--- src/rtl/sync_debounce_edge_pkg.sv ---
// Shared definitions for the sync/debounce/edge-detect front end.
// Holds the debounce FSM state encoding and a constant clog2 helper so that
// later sequential blocks can reuse the same encodings.
package sync_debounce_edge_pkg;

  // Debounce FSM states: two settled levels and two counting states.
  typedef enum logic [1:0] {
    IDLE_LOW  = 2'd0,
    WAIT_HIGH = 2'd1,
    IDLE_HIGH = 2'd2,
    WAIT_LOW  = 2'd3
  } state_t;

  // Constant ceiling log2; returns at least 1 so a counter is never zero-width.
  function automatic int clog2(input int value);
    int result;
    int span;
    result = 0;
    span   = 1;
    while (span < value) begin
      span   = span * 2;
      result = result + 1;
    end
    if (result < 1) begin
      result = 1;
    end
    return result;
  endfunction

endpackage

--- src/rtl/sync_debounce_edge_sync_chain.sv ---
// sync_chain: STAGES-deep flop shift chain that brings an asynchronous bit
// into the clk domain. Asynchronous active-low reset clears every stage to 0.
// STAGES must be 2 or more.
module sync_chain #(
  parameter int STAGES = 2
) (
  input  logic clk,
  input  logic rst_n,
  input  logic d,
  output logic q
);

  logic [STAGES-1:0] ff;

  // Shift the raw input one stage further on every rising edge.
  always_ff @(posedge clk or negedge rst_n) begin
    if (!rst_n) begin
      ff <= '0;
    end else begin
      ff <= {ff[STAGES-2:0], d};
    end
  end

  assign q = ff[STAGES-1];

endmodule

--- src/rtl/sync_debounce_edge.sv ---
// sync_debounce_edge: synchronises a bouncy asynchronous input, debounces it
// with a consecutive-sample counter, and produces a clean level (q/qn),
// single-cycle rise/fall pulses and a stable flag. q feeds the d input of
// downstream register stages.
//
// Handshake: none; this block is a free-running conditioner. rise/fall are
// single-cycle strobes that accompany the cycle in which q changes and need
// no acknowledgement.
//
// Optional build macro SDE_EDGE_COUNT_EN adds edge_cnt[7:0], a saturating
// count of rise pulses.
//
// The FSM state and counter are kept in plainly named registers (state, cnt)
// so checkers can observe them directly.
module sync_debounce_edge
  import sync_debounce_edge_pkg::*;
#(
  parameter int SYNC_STAGES     = 2,
  parameter int DEBOUNCE_CYCLES = 4
) (
  input  logic       clk,
  input  logic       rst_n,
  input  logic       d_async,
  output logic       q,
  output logic       qn,
  output logic       rise,
  output logic       fall,
  output logic       stable
`ifdef SDE_EDGE_COUNT_EN
  ,
  output logic [7:0] edge_cnt
`endif
);

  localparam int CNT_W = clog2(DEBOUNCE_CYCLES + 1);
  localparam logic [CNT_W-1:0] CNT_ONE  = CNT_W'(1);
  localparam logic [CNT_W-1:0] CNT_LAST = CNT_W'(DEBOUNCE_CYCLES - 1);

  logic             s;
  state_t           state;
  logic [CNT_W-1:0] cnt;

  sync_chain #(
    .STAGES(SYNC_STAGES)
  ) u_sync (
    .clk  (clk),
    .rst_n(rst_n),
    .d    (d_async),
    .q    (s)
  );

  // Debounce FSM: q flips only after DEBOUNCE_CYCLES consecutive samples that
  // differ from it; any agreeing sample in between restarts from idle.
  always_ff @(posedge clk or negedge rst_n) begin
    if (!rst_n) begin
      state <= IDLE_LOW;
      cnt   <= '0;
      q     <= 1'b0;
      rise  <= 1'b0;
      fall  <= 1'b0;
    end else begin
      rise <= 1'b0;
      fall <= 1'b0;
      case (state)
        IDLE_LOW: begin
          if (s) begin
            if (DEBOUNCE_CYCLES == 1) begin
              state <= IDLE_HIGH;
              q     <= 1'b1;
              rise  <= 1'b1;
              cnt   <= '0;
            end else begin
              state <= WAIT_HIGH;
              cnt   <= CNT_ONE;
            end
          end
        end
        WAIT_HIGH: begin
          if (!s) begin
            state <= IDLE_LOW;
            cnt   <= '0;
          end else if (cnt == CNT_LAST) begin
            state <= IDLE_HIGH;
            q     <= 1'b1;
            rise  <= 1'b1;
            cnt   <= '0;
          end else begin
            cnt <= cnt + CNT_ONE;
          end
        end
        IDLE_HIGH: begin
          if (!s) begin
            if (DEBOUNCE_CYCLES == 1) begin
              state <= IDLE_LOW;
              q     <= 1'b0;
              fall  <= 1'b1;
              cnt   <= '0;
            end else begin
              state <= WAIT_LOW;
              cnt   <= CNT_ONE;
            end
          end
        end
        WAIT_LOW: begin
          if (s) begin
            state <= IDLE_HIGH;
            cnt   <= '0;
          end else if (cnt == CNT_LAST) begin
            state <= IDLE_LOW;
            q     <= 1'b0;
            fall  <= 1'b1;
            cnt   <= '0;
          end else begin
            cnt <= cnt + CNT_ONE;
          end
        end
        default: begin
          state <= IDLE_LOW;
          cnt   <= '0;
        end
      endcase
    end
  end

  // qn follows q combinationally so it is 1 throughout reset.
  assign qn = ~q;

  // Settled whenever the FSM is not counting a candidate change.
  assign stable = (state == IDLE_LOW) || (state == IDLE_HIGH);

`ifdef SDE_EDGE_COUNT_EN
  // Count rise pulses, holding at 255 once saturated.
  always_ff @(posedge clk or negedge rst_n) begin
    if (!rst_n) begin
      edge_cnt <= 8'd0;
    end else if (rise && (edge_cnt != 8'hFF)) begin
      edge_cnt <= edge_cnt + 8'd1;
    end
  end
`endif

endmodule

--- config.mk ---
export PLATFORM = sky130hd
export DESIGN_NAME = sync_debounce_edge
export DESIGN_NICKNAME = d
export VERILOG_FILES = /design/src/rtl/sync_debounce_edge_pkg.sv /design/src/rtl/sync_debounce_edge_sync_chain.sv /design/src/rtl/sync_debounce_edge.sv
export SDC_FILE = /design/constraint.sdc
export NUM_CORES = 1
export LEC_CHECK = 0
export CAP_MARGIN = 20
export CORE_AREA = 2 2 39 41
export CTS_CLUSTER_SIZE = 24
export DETAILED_ROUTE_END_ITERATION = 16
export DIE_AREA = 0 0 41 43
export HOLD_SLACK_MARGIN = 0.08
export PLACE_DENSITY = 0.55
export SLEW_MARGIN = 25
export SYNTH_ARGS = -nofsm -noshare
export SYNTH_HDL_FRONTEND = slang
export SYNTH_SLANG_ARGS = --single-unit
--- constraint.sdc ---
create_clock -name clk -period 2.3 [get_ports clk]
set_input_delay 0.46 -clock clk [delete_from_list [all_inputs] [get_ports clk]]
set_output_delay 0.46 -clock clk [all_outputs]
set_load 0.01 [all_outputs]
==> results of run 1 <==
## per-stage QoR
step                      hold slack [ns]  area [sq um]  cells   util  power (W)
after floorplan                     0.164           402     36      -   0.000348
after global placement              0.334           492     59  0.355   0.000404
after detailed placement            0.337           492     59  0.355   0.000404
after CTS                           0.352           528     63  0.382   0.000561
after global routing                0.363           528     63  0.382   0.000604
final                               0.350           528     63  0.382   0.000554
## routing by layer
layer	vias up	share of wire	global-route usage
met2	4	0.48	0.128
li1	142	-	-
met3	0	0.032	0.0314
met5	-	0	0
met4	0	0	0.100
met1	134	0.49	0.139
## final timing paths
path                              startpoint            to  slack [ns]  cells past startpoint
worst max-delay path                state[0]        stable        0.50                      2
worst min-delay path            u_sync.ff[0]  u_sync.ff[1]        0.35                      0
worst max register to register      register        cnt[2]        1.12                      3
worst min register to register  u_sync.ff[0]  u_sync.ff[1]        0.35                      0
max in group asynchronous              rst_n          rise        1.48                      1
min in group asynchronous              rst_n        cnt[2]        0.51                      1
## final cells by class
type / instances / area share
clock buffer: 4 / 0.0687
inverter: 3 / 0.0213
multi-input combinational: 23 / 0.265
sequential: 10 / 0.474
tap: 16 / 0.0379
timing repair buffer: 7 / 0.133
## cells in the final DEF (no fill, tap or decap)
master / instances
nor3b_1: 1
a21oi_1: 3
clkbuf_4: 3
nand4_1: 1
o21ai_1: 1
nor2_1: 3
nand2b_1: 1
and3b_1: 1
nand2_1: 4
xor2_1: 1
nand3b_1: 1
inv_1: 3
clkdlybuf4s50_1: 7
o21a_1: 1
nor3_2: 1
ha_1: 1
o21ai_0: 2
dfrtp_1: 10
clkbuf_8: 1
xnor2_1: 1
## cell families (layout without fill, tap and decap cells)
| group | count (synthesis) | after routing | share of synthesized area |
|---|---|---|---|
| compound gates | 7 | 7 | 0.0934 |
| xor+xnor | 2 | 2 | 0.0436 |
| fa+ha+maj | 1 | 1 | 0.0311 |
| buf+inv | 3 | 14 | 0.0280 |
| flops | 10 | 10 | 0.623 |
| simple gates | 13 | 13 | 0.181 |
## registers in the layout, summed over array words and instances, names as in the netlist, named ones only
register   count
q              1
rise           1
fall           1
state          1
u_sync.ff      2
cnt            3
## worst max-delay path, delay by kind of cell, from the launching register on
family	cells	cell delay [ns]
buffers and inverters	2	0.66
DFF	1	0.42
## power by group through the flow
| stage | logic, W | registers, W | clock network (W) |
|---|---|---|---|
| 2_1_floorplan | 0.000102 | 0.000245 | 0 |
| 3_3_place_gp | 0.000154 | 0.000250 | 0 |
| 3_5_place_dp | 0.000154 | 0.000250 | 0 |
| 4_1_cts | 0.000155 | 0.000248 | 0.000159 |
| 5_1_grt | 0.000175 | 0.000256 | 0.000173 |
| 6_report | 0.000151 | 0.000248 | 0.000155 |
==> results.yml, run 1 <==
floorplan:
  die_area_sq_um: 1760
  initial_core_util: 0.290
  fp.dieW_um: 41
  boundaryPins: 8
  fp.coreArea_sq_um: 1380
  rows: 14
  fp.dieH_um: 43
setup_path:
  worstPathRequired_ns: 1.84
  cp_slowest_cell: "clkdlybuf4s50_1"
  worstPathMaxFanout: 6
  worst_path_largest_cell_delay_ns: 0.54
  worstSetupPathType: "register to output pin"
  critPathCaptureType: "output pin"
  path_cells: "inv_1, clkdlybuf4s50_1"
  worstPathArrival_ns: 1.34
  start_kind: "register"
finish:
  syn_to_final_growth_pct: 31.5
  nFillCells: 143
  diodes: 0
  drive_above_1_share: 0.106
  ff_latch_area_sq_um: 250
  nets: 52
  multiInputGateArea_sq_um: 140
logic_synthesis:
  syn_inst: 36
  yosysUniqueCellTypes: 17
  ys_ff_latch: 10
  post-synth-top-count-cell: "dfrtp_1"
  yosysSeqAreaShare: 0.623
  syn_avg_cell_area_sq_um: 11.2
  yosys-top-cells-area: "dfrtp_1 (62%), a21oi_1 (3.7%), nand2_1 (3.7%), ha_1 (3.1%), inv_1 (2.8%)"
  synthArstFlopShare: 1.00
  yosys_warnings: 0
  yosys.area.top_type_share: 0.623
  synth_edf_count: 0
  netlist_area_sq_um: 402
  yosys-top-cells-count: "dfrtp_1 (10), nand2_1 (4), a21oi_1 (3), inv_1 (3), nor2_1 (3)"
  synth_flop_cell: "dfrtp_1"
  yosys.area.top_type: "dfrtp_1"
  syn_nets: 40
pwr:
  switchingPower_w: 0.000175
  pwr-share-comb: 0.272
  powerDensity_nw_per_um2: 1050
  p_int_w: 0.000380
  cellLeakagePower_nw: 0.248
  peakVddDrop_mv: 0.334
  power_frac_seq: 0.448
  p_clk_frac: 0.280
  netSwitchingFraction: 0.315
global_routing:
  antenna_found_initial: 0
  grt_usage: 0.105
  grt_pass1_wl_um: 1190
  grt_remaining_overflow: 0
  grt_max_degree: 11
  grt_pass1_vias: 280
clock_tree:
  hold_buffers: 0
  cts_root_buf: "clkbuf_4"
  cts.clk_slew.worst_paths_ns: 0.06
  ctsLongestPathBuffers: 2
  clock_latency_ns: 0.26
  cts.sinks: 10
  numCtsBuffers: 3
  cts_resized: 0
  postCtsSetupRepairBufs: 0
  cts_tree: "yes"
  cts-htree-levels: 1
run:
  cap_violations: 0
sta:
  finClkSkew_ns: 0.000584
  finalSetupViolations: 0
  setup_tns_ns: 0
  maxSlewHeadroom: 0.700
  hold_viol: 0
  worst_pin_slew_ns: 0.449
  max_freq_ghz: 0.554
  period_minus_slack_ns: 1.80
  rsz0062_at_grt: "false"
  drv_slew: 0
  setup_slack_ns: 0.496
  layout_worst_path_cycle_share: 0.784
drt:
  first_iter_violations: 2
  drt-pass1-iter-count: 4
  wl_per_cell_um: 10.0
  route.detailed.drc: 0
  viasPerCell: 4.44
  wirelength_um: 633
  via_count: 280
  ant_nets: 0
place:
  port_buffers: 7
  post-place-ws_ns: 0.784
  dp_hpwl_um: 464
  gp_congestion: 0.693
worst_hold_path:
  hold_class: "register to register"
outcome:
  status: "complete, no violations"
No activity file was read; power rests on OpenSTA's default activity.
==> run 2: changes to the inputs <==
PLACE_DENSITY = 0.57   (was 0.55)
clock period = 1.5 ns   (was 2.3 ns; I/O delays follow)
==> results.yml, run 2 (synthesis results as in run 1) <==
outcome:
  status: "complete, no violations"
floorplan:
  initial_core_util: 0.290
  fp.dieW_um: 41
  die_area_sq_um: 1760
  boundaryPins: 8
  fp.dieH_um: 43
  fp.coreArea_sq_um: 1380
  rows: 14
setup_path:
  critPathTopFamily: "buffers and inverters"
  worstPathMaxFanout: 1
  worstSetupPathType: "register to output pin"
  worstPathArrival_ns: 1.11
  worstPathRequired_ns: 1.20
  crit_start: "rise"
  start_kind: "register"
  crit_buf_inv: 1
  critPathCaptureType: "output pin"
  r2r-start: "cnt[0]"
  worst_path_largest_cell_delay_ns: 0.53
  cp_slowest_cell: "clkdlybuf4s50_1"
  path_cells: "clkdlybuf4s50_1"
clock_tree:
  cts-htree-levels: 1
  cts.sinks: 10
  postCtsSetupRepairBufs: 0
  hold_buffers: 0
  numCtsBuffers: 3
  cts_tree: "yes"
  cts.clk_slew.worst_paths_ns: 0.07
  clock_latency_ns: 0.26
  ctsLongestPathBuffers: 2
  cts_resized: 3
  cts_root_buf: "clkbuf_4"
finish:
  utilization: 0.379
  largest_reg_flops: 3
  nets: 52
  diodes: 0
  mostFrequentLayoutCells: "dfrtp_1 (10), nand2_1 (4), clkdlybuf4s50_1 (4)"
  syn_to_final_growth_pct: 30.5
  layout_commonest_cell: "dfrtp_1"
  largest-register: "cnt"
  reg_top3: "cnt (3), u_sync.ff (2)"
  drive_above_1_share: 0.106
pwr:
  power_frac_seq: 0.455
  pwr-share-comb: 0.261
  netSwitchingFraction: 0.318
  peakVddDrop_mv: 0.475
  powerDensity_nw_per_um2: 1590
  p_clk_frac: 0.283
  cellLeakagePower_nw: 0.252
  switchingPower_w: 0.000265
  p_int_w: 0.000570
drt:
  first_iter_violations: 5
  ant_nets: 0
  via_count: 283
  viasPerCell: 4.49
  wl_per_cell_um: 10.4
  drt-pass1-iter-count: 4
  route.detailed.drc: 0
  wirelength_um: 654
sta:
  finClkSkew_ns: 0.00403
  setup_slack_ns: 0.0904
  max_freq_ghz: 0.709
  finalSetupViolations: 0
  period_minus_slack_ns: 1.41
  layout_worst_path_cycle_share: 0.940
  drv_slew: 0
  rsz0062_at_grt: "false"
  hold_viol: 0
  maxSlewHeadroom: 0.715
  setup_tns_ns: 0
  worst_pin_slew_ns: 0.427
run:
  cap_violations: 0
global_routing:
  grt_usage: 0.0906
  grt_max_degree: 11
  grt_remaining_overflow: 0
  antenna_found_initial: 0
  grt_pass1_vias: 266
  grt_pass1_wl_um: 1040
place:
  port_buffers: 7
  post-place-ws_ns: 0.145
  dp_hpwl_um: 524
  gp_congestion: 0.700
worst_hold_path:
  hold_class: "input pin to asynchronous set/reset pin"
run 2: changes by cell type in the layout (fill, tap and decap cells not counted):
cell             delta
clkdlybuf4s50_1     -3
dlygate4sd2_1       +3
run 2: final timing paths:
| kind | endpoint | slack, ns | depth (start not counted) |
|---|---|---|---|
| min | fall | 0.34 | 1 |
| max reg2reg | q | 0.31 | 4 |
| min reg2reg | u_sync.ff[1] | 0.35 | 0 |
| max | rise | 0.09 | 1 |
| max in group asynchronous | cnt[0] | 0.86 | 1 |
| min in group clk | u_sync.ff[1] | 0.35 | 0 |
run 2: routing by layer:
metal / global-route usage / vias to the layer above / part of all wire
met5: 0 / - / 0
met4: 0.0600 / 0 / 0
met3: 0.0366 / 0 / 0.057
met2: 0.128 / 6 / 0.50
met1: 0.108 / 134 / 0.45
li1: - / 143 / -
run 2: final cells by class:
type | count | area [sq um]
fillers | 139 | 860
clock buffers | 4 | 36.3
repair buffers | 7 | 66.3
inverters | 3 | 11.3
multi-input cells | 23 | 140
flip-flops and latches | 10 | 250
well taps | 16 | 20.0
run 2: worst register-to-register path: stages, from the launching register on:
cell	delay (ns)
dfrtp_1	0.38
ha_1	0.25
and3b_1	0.21
a21oi_1	0.15
o21ai_0	0.09
run 2: power by group through the flow:
stage / clock (W) / combinational, W / sequential, W
finish: 0.000237 / 0.000218 / 0.000380
global route: 0.000260 / 0.000252 / 0.000389
CTS: 0.000246 / 0.000226 / 0.000381
detailed placement: 0 / 0.000238 / 0.000386
global placement: 0 / 0.000239 / 0.000381
floorplan: 0 / 0.000157 / 0.000376
run 2: through the flow:
step                power (W)  cell area (sq um)  instances  hold WS, ns
detailed placement   0.000624                492         59        0.344
CTS                  0.000853                524         63        0.350
floorplan            0.000533                402         36      0.00441
global placement     0.000620                492         59        0.333
finish               0.000836                524         63        0.339
global route         0.000900                524         63        0.362
